<file path="config.mk">
export PLATFORM = sky130hd
export DESIGN_NAME = rr_arb8_ctrl
export DESIGN_NICKNAME = d
export VERILOG_FILES = /design/src/rtl/rr_arb8_ctrl_pkg.sv /design/src/rtl/rr_arb8_ctrl_pick.sv /design/src/rtl/rr_arb8_ctrl.sv
export SDC_FILE = /design/constraint.sdc
export NUM_CORES = 1
export LEC_CHECK = 0
export CAP_MARGIN = 20
export CORE_MARGIN = 8
export CORE_UTILIZATION = 56
export DETAILED_ROUTE_END_ITERATION = 7
export PLACE_DENSITY = 0.85
export SYNTH_ARGS = -nofsm -noshare
export SYNTH_HDL_FRONTEND = slang
export SYNTH_HIERARCHICAL = 1
export SYNTH_SLANG_ARGS = --single-unit
</file>
<file path="constraint.sdc">
create_clock -name clk -period 10.51 [get_ports clk]
set_input_delay 2.6275 -clock clk [delete_from_list [all_inputs] [get_ports clk]]
set_output_delay 2.6275 -clock clk [all_outputs]
set_load 0.03 [all_outputs]
</file>
<file path="src/rtl/rr_arb8_ctrl_pkg.sv">
// Shared types and constants for the 8-way round-robin arbiter.
package rr_arb8_ctrl_pkg;

  localparam int NUM_REQ          = 8;
  localparam int ID_W             = 3;
  localparam int DEF_MAX_HOLD     = 16;
  localparam int DEF_RESET_LAST   = 7;
  localparam int HOLD_W           = 8;

  typedef enum logic {
    ST_IDLE  = 1'b0,
    ST_OWNED = 1'b1
  } arb_state_e;

  function automatic logic [NUM_REQ-1:0] onehot8(input logic [ID_W-1:0] idx);
    return NUM_REQ'(1) << idx;
  endfunction

endpackage

</file>
<file path="src/rtl/rr_arb8_ctrl_pick.sv">
// Combinational round-robin search: first eligible index after 'last', wrapping mod 8.
module rr_pick8
  import rr_arb8_ctrl_pkg::*;
(
  input  logic [NUM_REQ-1:0] eligible,
  input  logic [ID_W-1:0]    last,
  output logic               found,
  output logic [ID_W-1:0]    winner
);

  logic [ID_W-1:0]      start;
  logic [2*NUM_REQ-1:0] doubled;
  logic [NUM_REQ-1:0]   rotated;
  logic [ID_W-1:0]      offset;

  // Rotating right by 'start' puts the highest-priority candidate at bit 0.
  assign start   = last + ID_W'(1);
  assign doubled = {eligible, eligible} >> start;
  assign rotated = doubled[NUM_REQ-1:0];

  // NOTE: every always_comb output gets a default first so no latch is inferred.
  always_comb begin
    found  = 1'b0;
    offset = '0;
    for (int i = NUM_REQ - 1; i >= 0; i--) begin
      if (rotated[i]) begin
        found  = 1'b1;
        offset = ID_W'(i);
      end
    end
  end

  assign winner = start + offset;

endmodule

</file>
<file path="src/rtl/rr_arb8_ctrl.sv">
// Round-robin arbiter for one shared resource among 8 requesters, one dead cycle per handover.
// Optional forced release after MAX_HOLD cycles is enabled with `define ARB_TIMEOUT_EN.
module rr_arb8_ctrl
  import rr_arb8_ctrl_pkg::*;
#(
  parameter int RESET_LAST = DEF_RESET_LAST,
  parameter int MAX_HOLD   = DEF_MAX_HOLD
) (
  input  logic               clk,
  input  logic               reset,
  input  logic [NUM_REQ-1:0] req,
  output logic [NUM_REQ-1:0] grant,
  output logic               grant_valid,
  output logic [ID_W-1:0]    grant_id,
  output logic               any_req,
  output logic               timeout
);

  if (MAX_HOLD < 2 || MAX_HOLD > 255) begin : g_bad_max_hold
    $error("rr_arb8_ctrl: MAX_HOLD must be in 2..255");
  end

  arb_state_e         state_q, state_d;
  logic [ID_W-1:0]    last_q, last_d;
  logic [NUM_REQ-1:0] grant_q, grant_d;
  logic [ID_W-1:0]    grant_id_q, grant_id_d;
  logic               valid_q, valid_d;
  logic [NUM_REQ-1:0] eligible;
  logic               found;
  logic [ID_W-1:0]    winner;
  logic               owner_req;

`ifdef ARB_TIMEOUT_EN
  localparam logic [HOLD_W-1:0] HOLD_LAST = HOLD_W'(MAX_HOLD - 1);

  logic [HOLD_W-1:0]  hold_q, hold_d;
  logic [NUM_REQ-1:0] mask_q, mask_d;
  logic               timeout_q, timeout_d;

  assign eligible = req & ~mask_q;
  assign timeout  = timeout_q;
`else
  assign eligible = req;
  assign timeout  = 1'b0;
`endif

  assign any_req   = |req;
  assign owner_req = req[grant_id_q];

  rr_pick8 u_pick (
    .eligible (eligible),
    .last     (last_q),
    .found    (found),
    .winner   (winner)
  );

  always_comb begin
    state_d    = state_q;
    last_d     = last_q;
    grant_d    = grant_q;
    grant_id_d = grant_id_q;
    valid_d    = valid_q;
`ifdef ARB_TIMEOUT_EN
    hold_d     = hold_q;
    timeout_d  = 1'b0;
    // A mask bit lives only until its requester lets go once.
    mask_d     = mask_q & req;
`endif
    unique case (state_q)
      ST_IDLE: begin
        if (found) begin
          state_d    = ST_OWNED;
          grant_d    = onehot8(winner);
          grant_id_d = winner;
          valid_d    = 1'b1;
`ifdef ARB_TIMEOUT_EN
          hold_d     = '0;
`endif
        end
      end
      ST_OWNED: begin
        if (!owner_req) begin
          state_d    = ST_IDLE;
          last_d     = grant_id_q;
          grant_d    = '0;
          grant_id_d = '0;
          valid_d    = 1'b0;
`ifdef ARB_TIMEOUT_EN
        end else if (hold_q == HOLD_LAST) begin
          state_d            = ST_IDLE;
          last_d             = grant_id_q;
          grant_d            = '0;
          grant_id_d         = '0;
          valid_d            = 1'b0;
          timeout_d          = 1'b1;
          mask_d[grant_id_q] = 1'b1;
        end else begin
          hold_d = hold_q + HOLD_W'(1);
`endif
        end
      end
      default: state_d = ST_IDLE;
    endcase
  end

  // NOTE: sequential state uses non-blocking assignments so all flops update together.
  always_ff @(posedge clk) begin
    if (reset) begin
      state_q    <= ST_IDLE;
      last_q     <= ID_W'(RESET_LAST);
      grant_q    <= '0;
      grant_id_q <= '0;
      valid_q    <= 1'b0;
`ifdef ARB_TIMEOUT_EN
      hold_q     <= '0;
      mask_q     <= '0;
      timeout_q  <= 1'b0;
`endif
    end else begin
      state_q    <= state_d;
      last_q     <= last_d;
      grant_q    <= grant_d;
      grant_id_q <= grant_id_d;
      valid_q    <= valid_d;
`ifdef ARB_TIMEOUT_EN
      hold_q     <= hold_d;
      mask_q     <= mask_d;
      timeout_q  <= timeout_d;
`endif
    end
  end

  assign grant       = grant_q;
  assign grant_id    = grant_id_q;
  assign grant_valid = valid_q;

endmodule

</file>
==> metrics <==
outcome=finished, final reports clean; Slew @ Worst Pin=0.643 ns; fraction of layout cells with a size suffix above 1=0.102; most frequent cells after synthesis=dfxtp_1, nand2_1, nor2_1, nand2b_1, nand3_1; Final GP Congestion=0.817; die area=4100 um^2; Clock power frac=0.090; iteration count of the initial detailed-routing pass=4; Die Span Y=64.0 um; Pleak=0.575 nW; ANT nets after route=0; Slew Limit Headroom=0.571; pre-CTS setup slack=3.73 ns; I/O pins=24; Async S/R FF share, synth=0; IO Port Bufs=22; worst-skew pair later-pin latency=0.29 ns; Detailed Place HPWL=2360 um; CP endpoint kind=output pin; cts hold-fix bufs=0; max incr delay on CP=0.60 ns; synthesized area=1290 um^2; Final Skew=0.00771 ns; prevailing post-synth register cell=dfxtp_1; Total Routing Usage GR=0.155; Num CTS Buffers=3; grt ovf=0; Worst EP required=7.88 ns; Root Buffer=clkbuf_4; Sw Share=0.472; routed wire length=3130 um; post-CTS resize count=0; CP startpoint kind=primary input; row cnt=17; critical path buffer and inverter count=2; CP arrival=roughly 4.2 ns; synth top area cells=dfxtp_1, mux4_2, nand2b_1; Syn. warnings=6; setup bufs post-CTS=0; first-pass GRT wire length=around 5300 um; pwr dens=292 nW/um^2; CP Max Fanout=9; Max Cap Viol=0; sw power=roughly 0.21 mW; Core ar.=roughly 2200 um^2; number of global-route vias before repair=1170; flops & latches, synth=16; CTS tree=done; EDFF count, synth=0; slowest stage cell, crit path=clkdlybuf4s50_1; worst hold-check path type=flop to flop; fin worst setup slack=3.72 ns; most frequent cell after synthesis=dfxtp_1; synthesis-to-layout area growth=18.5%; Final Max Tran Viols=0; Yosys top cell by area=dfxtp_1; ANT cells=0; via count=1216; share of the synthesized area in the top cell type=0.248; final period utilization=0.646; Remaining DRCs=0; clock sinks=16; Vias/cell=6.27; CP Class=primary input to output pin; Die X=64.0 um; initial core utilization=0.589; initial antenna violation count=0; Combinational Power Share=0.681; Avg Cell Area, Syn=approximately 8.7 um^2; Reg power frac=0.229; Mapped Cells=148; Clock Path Buffers=2; largest net degree at the start of global routing=17; setup TNS=0 ns; Synth cell types=46; Fmax=between 100 and 150 MHz; Reg clk slew, reported paths=roughly 0.09 ns; Starting DRT DRC Count=between 90 and 100; H-tree levels=1; nets=180; crit path cell chain=clkdlybuf4s50_1, nor4_1, nand2_1, clkdlybuf4s50_1; cell internal pwr=between 0.2 and 0.25 mW; CP dominant cell by count=clkdlybuf4s50_1; Final Hold Viols=0; Setup-failing EPs final=0; worst vdd ir=0.170 mV; cell family with most CP delay=buffers and inverters; Syn Nets=161; Min Clock Period, post-route=6.79 ns; sequential share of the synthesized area=0.248; drt wl/cell=16.1 um; RSZ-0062 raised after global routing=no
## tightest hold or removal path, stage by stage, from the launching register on
cell	delay, ns
dfxtp_1	0.32
nand2_1	0.05
mux2i_1	0.05
## per-stage QoR
| stage | power [mW] | utilization | std cells | cell area [um^2] | hold WS (ns) |
|---|---|---|---|---|---|
| 2_1_floorplan | 0.329 | - | 148 | 1290 | 0.460 |
| 3_3_place_gp | 0.393 | 0.681 | 190 | 1490 | 0.447 |
| 3_5_place_dp | 0.404 | 0.681 | 190 | 1490 | 0.461 |
| 4_1_cts | 0.447 | 0.698 | 194 | 1530 | 0.476 |
| 5_1_grt | 0.485 | 0.698 | 194 | 1530 | 0.489 |
| 6_report | 0.446 | 0.698 | 194 | 1530 | 0.470 |
## registers in the layout, indices dropped and copies added (netlist names)
| register | cells |
|---|---|
| grant_id | 3 |
| grant | 8 |
| last_q | 3 |
| state_q | 1 |
| grant_valid | 1 |
## power by group through the flow
stage | sequential [mW] | clock [mW] | combinational, mW
after floorplan | 0.128 | 0 | 0.201
after global placement | 0.102 | 0 | 0.291
after detailed placement | 0.104 | 0 | 0.301
after CTS | 0.102 | 0.0416 | 0.303
after global routing | 0.106 | 0.0443 | 0.335
final | 0.102 | 0.0401 | 0.304
## metal layers
metal	up-vias	wire, um	track usage
met2	31	1640	0.274
met1	586	1320	0.178
met4	0	28	0.0557
met5	-	0	0
li1	595	-	-
met3	4	142	0.0366
## path summary, 6_finish.rpt
check | start | end | slack, ns | cells after the start
worst max-delay path | req[2] | any_req | 3.72 | 4
worst min register to register | grant[0]$_SDFFE_PP0P_ | grant[0]$_SDFFE_PP0P_ | 0.47 | 2
worst min-delay path | grant[0]$_SDFFE_PP0P_ | grant[0]$_SDFFE_PP0P_ | 0.47 | 2
worst max register to register | last_q[0]$_SDFFE_PP1P_ | grant[1]$_SDFFE_PP0P_ | 6.31 | 11
## area by class of cell
cell class / count / area (um^2)
flip-flops and latches: 16 / 320
inverters: 6 / 22.5
clock buffers: 4 / 36.3
repair buffers: 22 / 220
multi-input cells: 118 / 895
fillers: 183 / 662
well taps: 28 / 35.0
## cell usage in the layout (no fill, tap or decap), types with 3 or more instances in the layout
| cell | Yosys | routed |
|---|---|---|
| o32ai_1 | 3 | 3 |
| mux2i_1 | 4 | 4 |
| nand3b_1 | 3 | 3 |
| nor3_1 | 4 | 4 |
| nand2b_1 | 9 | 9 |
| a21oi_1 | 7 | 7 |
| mux4_2 | 5 | 5 |
| nor2b_1 | 4 | 4 |
| nand3_1 | 8 | 8 |
| nor2_1 | 10 | 10 |
| o21ai_0 | 4 | 4 |
| mux2_2 | 4 | 4 |
| clkdlybuf4s50_1 | 0 | 22 |
| dfxtp_1 | 16 | 16 |
| inv_1 | 5 | 5 |
| clkbuf_4 | 0 | 3 |
| nand2_1 | 14 | 14 |
| nand4_1 | 5 | 5 |
## cells by family (layout without fill, tap and decap cells)
| family | count (synthesis) | in the layout | synth area share |
|---|---|---|---|
| mux | 16 | 16 | 0.203 |
| fa+ha+maj | 3 | 3 | 0.0349 |
| other cells | 1 | 1 | 0.00291 |
| simple gates | 66 | 66 | 0.268 |
| flops | 16 | 16 | 0.248 |
| compound gates | 30 | 30 | 0.172 |
| xor+xnor | 2 | 2 | 0.0136 |
| buf+inv | 14 | 32 | 0.0582 |
Power figures use the tool's default switching activity.
==> RTL edit 1, RTL diff (same flow settings) <==
`ID_W`: 3 -> 6.
--- a/src/rtl/rr_arb8_ctrl_pkg.sv
+++ b/src/rtl/rr_arb8_ctrl_pkg.sv
@@ -2,7 +2,7 @@
 package rr_arb8_ctrl_pkg;
 
   localparam int NUM_REQ          = 8;
-  localparam int ID_W             = 3;
+  localparam int ID_W             = 6;
   localparam int DEF_MAX_HOLD     = 16;
   localparam int DEF_RESET_LAST   = 7;
   localparam int HOLD_W           = 8;
Ports: changed (resized grant_id); port bits go from 24 to 27. The function was not compared with the original's and may differ.
==> RTL edit 1 against the unedited design <==
  * Register-to-register slack worse by 0.79 ns
  * Power increased by 45%
  * Area after synthesis increased by 50%
  * Die area grew 37%
  * Sequential cell count grew 6
  * Utilization shrank 4.5 points
  * Setup slack gained 0.067 ns
  * Final area rose by 43%
  * Synthesized cell count increased by 50%
  * Count of clock-buffer cells in the layout decreased by 1
  * Routed wire length is 45% higher
  * Largest cell class unchanged
==> RTL edit 1: results (changes against the unedited design) <==
metric	value	unit	change
status	completed		unchanged
dp_hpwl	3530	um	was 2360 um
syn-num-nets	237		was 161
reg2reg_depth	18		was 11
portBuffers	25		was 22
whs	0.464	ns	was 0.470 ns
drt_first_pass_iters	4		unchanged
num-nets-final	255		was 180
min_path_cells	2		unchanged
yosys-top-cells-area	dfxtp_1 23%, mux2i_1 7.2%, nand2_1 4.6%		was dfxtp_1 25%, mux4_2 8.7%, nand2b_1 4.4%
drive_gt1_share	14.3	%	was 10.2%
critPathLaunch	req[4]		was req[2]
initialDrtViolationCount	151		was 96
async_reset_ff_share	0	%	unchanged
crit_path_max_incr_delay	0.59	ns	
reg2reg_to	grant[2]$_SDFFE_PP0P_		was grant[1]$_SDFFE_PP0P_
post_cts_buffers	0		unchanged
clock_skew	0.00229	ns	was 0.00771 ns
root_buffer	clkbuf_4		unchanged
path_delay_family	buffers and inverters		unchanged
synth-main-ff-cell	dfxtp_1		unchanged
synth.yosys.warnings	6		unchanged
largest_reg_flops	8		unchanged
grt_start_max_net_pins	15		was 17
r2r_slack	5.52	ns	was 6.31 ns
ir_worst_vdd	0.192	mV	was 0.170 mV
ctsResizeCount	0		unchanged
path_clk_slew	0.11	ns	was 0.09 ns
place_ws	3.77	ns	was 3.73 ns
vias	1739		was 1,216
p_leak	0.835	nW	was 0.575 nW
antenna_found_initial	0		unchanged
max-clock-path-buffers	2		unchanged
cp_max_fo	6		was 9
r2r-start	last_q[0]$_SDFFE_PP1P_		unchanged
use_met1	21.6	%	was 17.8%
synth_common_cells	24 x nand2_1, 22 x dfxtp_1, 14 x a21oi_1, 14 x mux2i_1, 14 x nand3_1		was 16 x dfxtp_1, 14 x nand2_1, 10 x nor2_1, 9 x nand2b_1, 8 x nand3_1
synth-seq-area-share	22.7	%	was 24.8%
worstHoldStart	grant[1]$_SDFFE_PP0P_		was grant[0]$_SDFFE_PP0P_
grt_first_pass_wirelength	7670	um	was 5330 um
place.gp.congestion	0.871		was 0.817
track_usage	17.2	%	was 15.5%
cts_buffers	3		unchanged
grt_use_met2	28.7	%	was 27.4%
insertion_delay	0.31	ns	was 0.29 ns
worstMarginPinSlew	0.952	ns	was 0.643 ns
wl_per_cell	16.0	um	was 16.1 um
synth_cell_types	57		was 46
n_antenna_cell	0		unchanged
hold_end	grant[1]$_SDFFE_PP0P_		was grant[0]$_SDFFE_PP0P_
crit_arrival	4.10	ns	was 4.17 ns
min_path_type	reg -> reg		unchanged
grt.met3_usage	1.46	%	was 3.66%
h-tree-depth	1		unchanged
crit_slowest_cell	clkdlybuf4s50_1		unchanged
RTL edit 1: cell types whose count changed after synthesis, moves of 4 or more:
cell	change
a21oi_1	+7
dfxtp_1	+6
mux2i_1	+10
nand2_1	+10
nand2b_1	-7
nand3_1	+6
nand3_2	+5
nor3_1	+4
RTL edit 1: layout make-up:
cell class	count	area, sq um
multi-input cells	179	1380
well taps	46	57.6
clock buffers	3	22.5
inverters	9	33.8
fillers	302	1160
flip-flops and latches	22	440
repair buffers	25	250
RTL edit 1: report_power, final:
group          switching (mW)  total [mW]  internal [mW]
combinational           0.285       0.487          0.202
sequential             0.0226       0.124          0.101
clock                  0.0250      0.0384         0.0134
total                   0.333       0.649          0.316
RTL edit 1: cells by family (layout without fill, tap and decap cells):
logic type	Yosys count	after routing	synth area share, %
AOI/OAI and AO/OA	44	44	17.4
buffers and inverters	21	37	6.45
adders and majority gates	5	5	3.61
and+or+nand+nor	95	95	28.3
DFF	22	22	22.7
other	1	1	0.193
muxes	25	25	16.9
xor gates and xnor gates	9	9	4.45
RTL edit 1: per-stage QoR:
step                      power (mW)  area [sq um]  cells
after CTS                      0.645          2180    284
final                          0.649          2180    284
after floorplan                0.513          1940    222
after detailed placement       0.607          2160    281
after global placement         0.595          2160    281
after global routing           0.698          2180    284
RTL edit 1: how the worst max path moves through the flow:
| stage | endpoint | slack, ns | cells after the start |
|---|---|---|---|
| floorplan | any_req | 4.78 | 2 |
| global placement | any_req | 3.79 | 4 |
| detailed placement | any_req | 3.77 | 4 |
| CTS | any_req | 3.77 | 4 |
| global route | any_req | 3.66 | 4 |
| finish | any_req | 3.78 | 4 |
RTL edit 1: layer usage:
metal | wire (um) | vias up | part of all wire (%)
met5 | 0 | - | 0
met4 | 119 | 0 | 2.6
met3 | 181 | 11 | 4.0
met2 | 2210 | 52 | 49
met1 | 2030 | 820 | 45
li1 | - | 856 | -
RTL edit 1: worst register-to-register path, delay by kind of cell (launching register included):
kind,cells,cell delay [ns]
AOI/OAI and AO/OA,3,0.59
and+or+nand+nor,6,1.23
buffers and inverters,3,0.67
muxes,1,0.14
DFF,1,0.51
xor gates and xnor gates,2,0.90
adders and majority gates,3,0.89
==> RTL edit 2, RTL diff (same settings) <==
Without the edit above. Make the reset (`reset`) asynchronous in one clocked block.
--- a/src/rtl/rr_arb8_ctrl.sv
+++ b/src/rtl/rr_arb8_ctrl.sv
@@ -104,7 +104,7 @@
   end
 
   // NOTE: sequential state uses non-blocking assignments so all flops update together.
-  always_ff @(posedge clk) begin
+  always_ff @(posedge clk or posedge reset) begin
     if (reset) begin
       state_q    <= ST_IDLE;
       last_q     <= ID_W'(RESET_LAST);
Behaviour: differs if reset is asserted again (counterexample within 4 cycles, from zero or initial values and one cycle with reset high); with reset held inactive, the same outputs for 10 cycles.
==> RTL edit 2 against the unedited design <==
  * Non-clock buffer count unchanged
  * First-iteration DRC count down 14%
  * Largest cell class unchanged
  * Routed wire length down 7.8%
  * Area after synthesis down 0.19%
  * Final area down 0.33%
  * Sequential cell count unchanged
  * Power up 17%
  * Setup slack better by 0.013 ns
==> RTL edit 2: results (changes against the unedited design) <==
metric	value	unit	change
status	completed		unchanged
p_leak	0.611	nW	was 0.575 nW
synth_cell_types	44		was 46
syn_inst	130		was 148
grt_first_pass_wirelength	4990	um	was 5330 um
track_usage	14.6	%	was 15.5%
num-nets-final	163		was 180
ir_worst_vdd	0.202	mV	was 0.170 mV
muxShareOfSynthArea	20.2	%	was 20.3%
fmax	147	MHz	about the same
grt_use_met2	23.6	%	was 27.4%
p_comb	0.364	mW	was 0.304 mW
final_cells	177		was 194
whs	0.531	ns	was 0.470 ns
crit_arrival	4.15	ns	was 4.17 ns
dr_wl_met3	151	um	was 142 um
dpl_cell_area	0.00149	sq mm	about the same
synth_fa_ha_area_share	3.50	%	was 3.49%
async_reset_ff_share	100	%	was 0%
place_ws	3.72	ns	was 3.73 ns
use_met1	18.2	%	was 17.8%
grt_pass1_vias	1048		was 1,170
yosys-top-cells-area	dfrtp_1 25%, mux4_2 8.7%, dfstp_2 6.1%		was dfxtp_1 25%, mux4_2 8.7%, nand2b_1 4.4%
place_inst	173		was 190
initialDrtViolationCount	83		was 96
grt.met3_usage	2.79	%	was 3.66%
synth_common_cells	16 x nand2_1, 13 x dfrtp_1, 10 x nor2_1, 8 x inv_1, 6 x nand2b_1		was 16 x dfxtp_1, 14 x nand2_1, 10 x nor2_1, 9 x nand2b_1, 8 x nand3_1
routed_wl	2890	um	was 3130 um
dp_hpwl	2190	um	was 2360 um
drt-met1-wl	1260	um	was 1320 um
worstMarginPinSlew	0.665	ns	was 0.643 ns
RTL edit 2: worst paths after layout:
kind | from | endpoint | depth (start not counted)
setup / recovery | req[4] | any_req | 4
hold / removal | grant[1]$_DFFE_PP0P_ | grant[1]$_DFFE_PP0P_ | 2
setup reg to reg | last_q[0]$_DFFE_PP1P_ | grant[7]$_DFFE_PP0P_ | 10
hold reg to reg | grant[1]$_DFFE_PP0P_ | grant[1]$_DFFE_PP0P_ | 2
max in group asynchronous | reset | grant[2]$_DFFE_PP0P_ | 2
min in group asynchronous | reset | grant_valid$_DFFE_PP0P_ | 2
RTL edit 2: critical path, delay by kind of cell:
family,cells,cell delay (ns)
buffers and inverters,2,1.13
AND/OR/NAND/NOR,2,0.39
RTL edit 2: cell type report:
class	count	area [sq um]
clock buffer	4	36.3
fill	166	667
inverter	8	30.0
multi-input combinational	99	798
sequential	16	404
tap	28	35.0
timing repair buffer	22	220
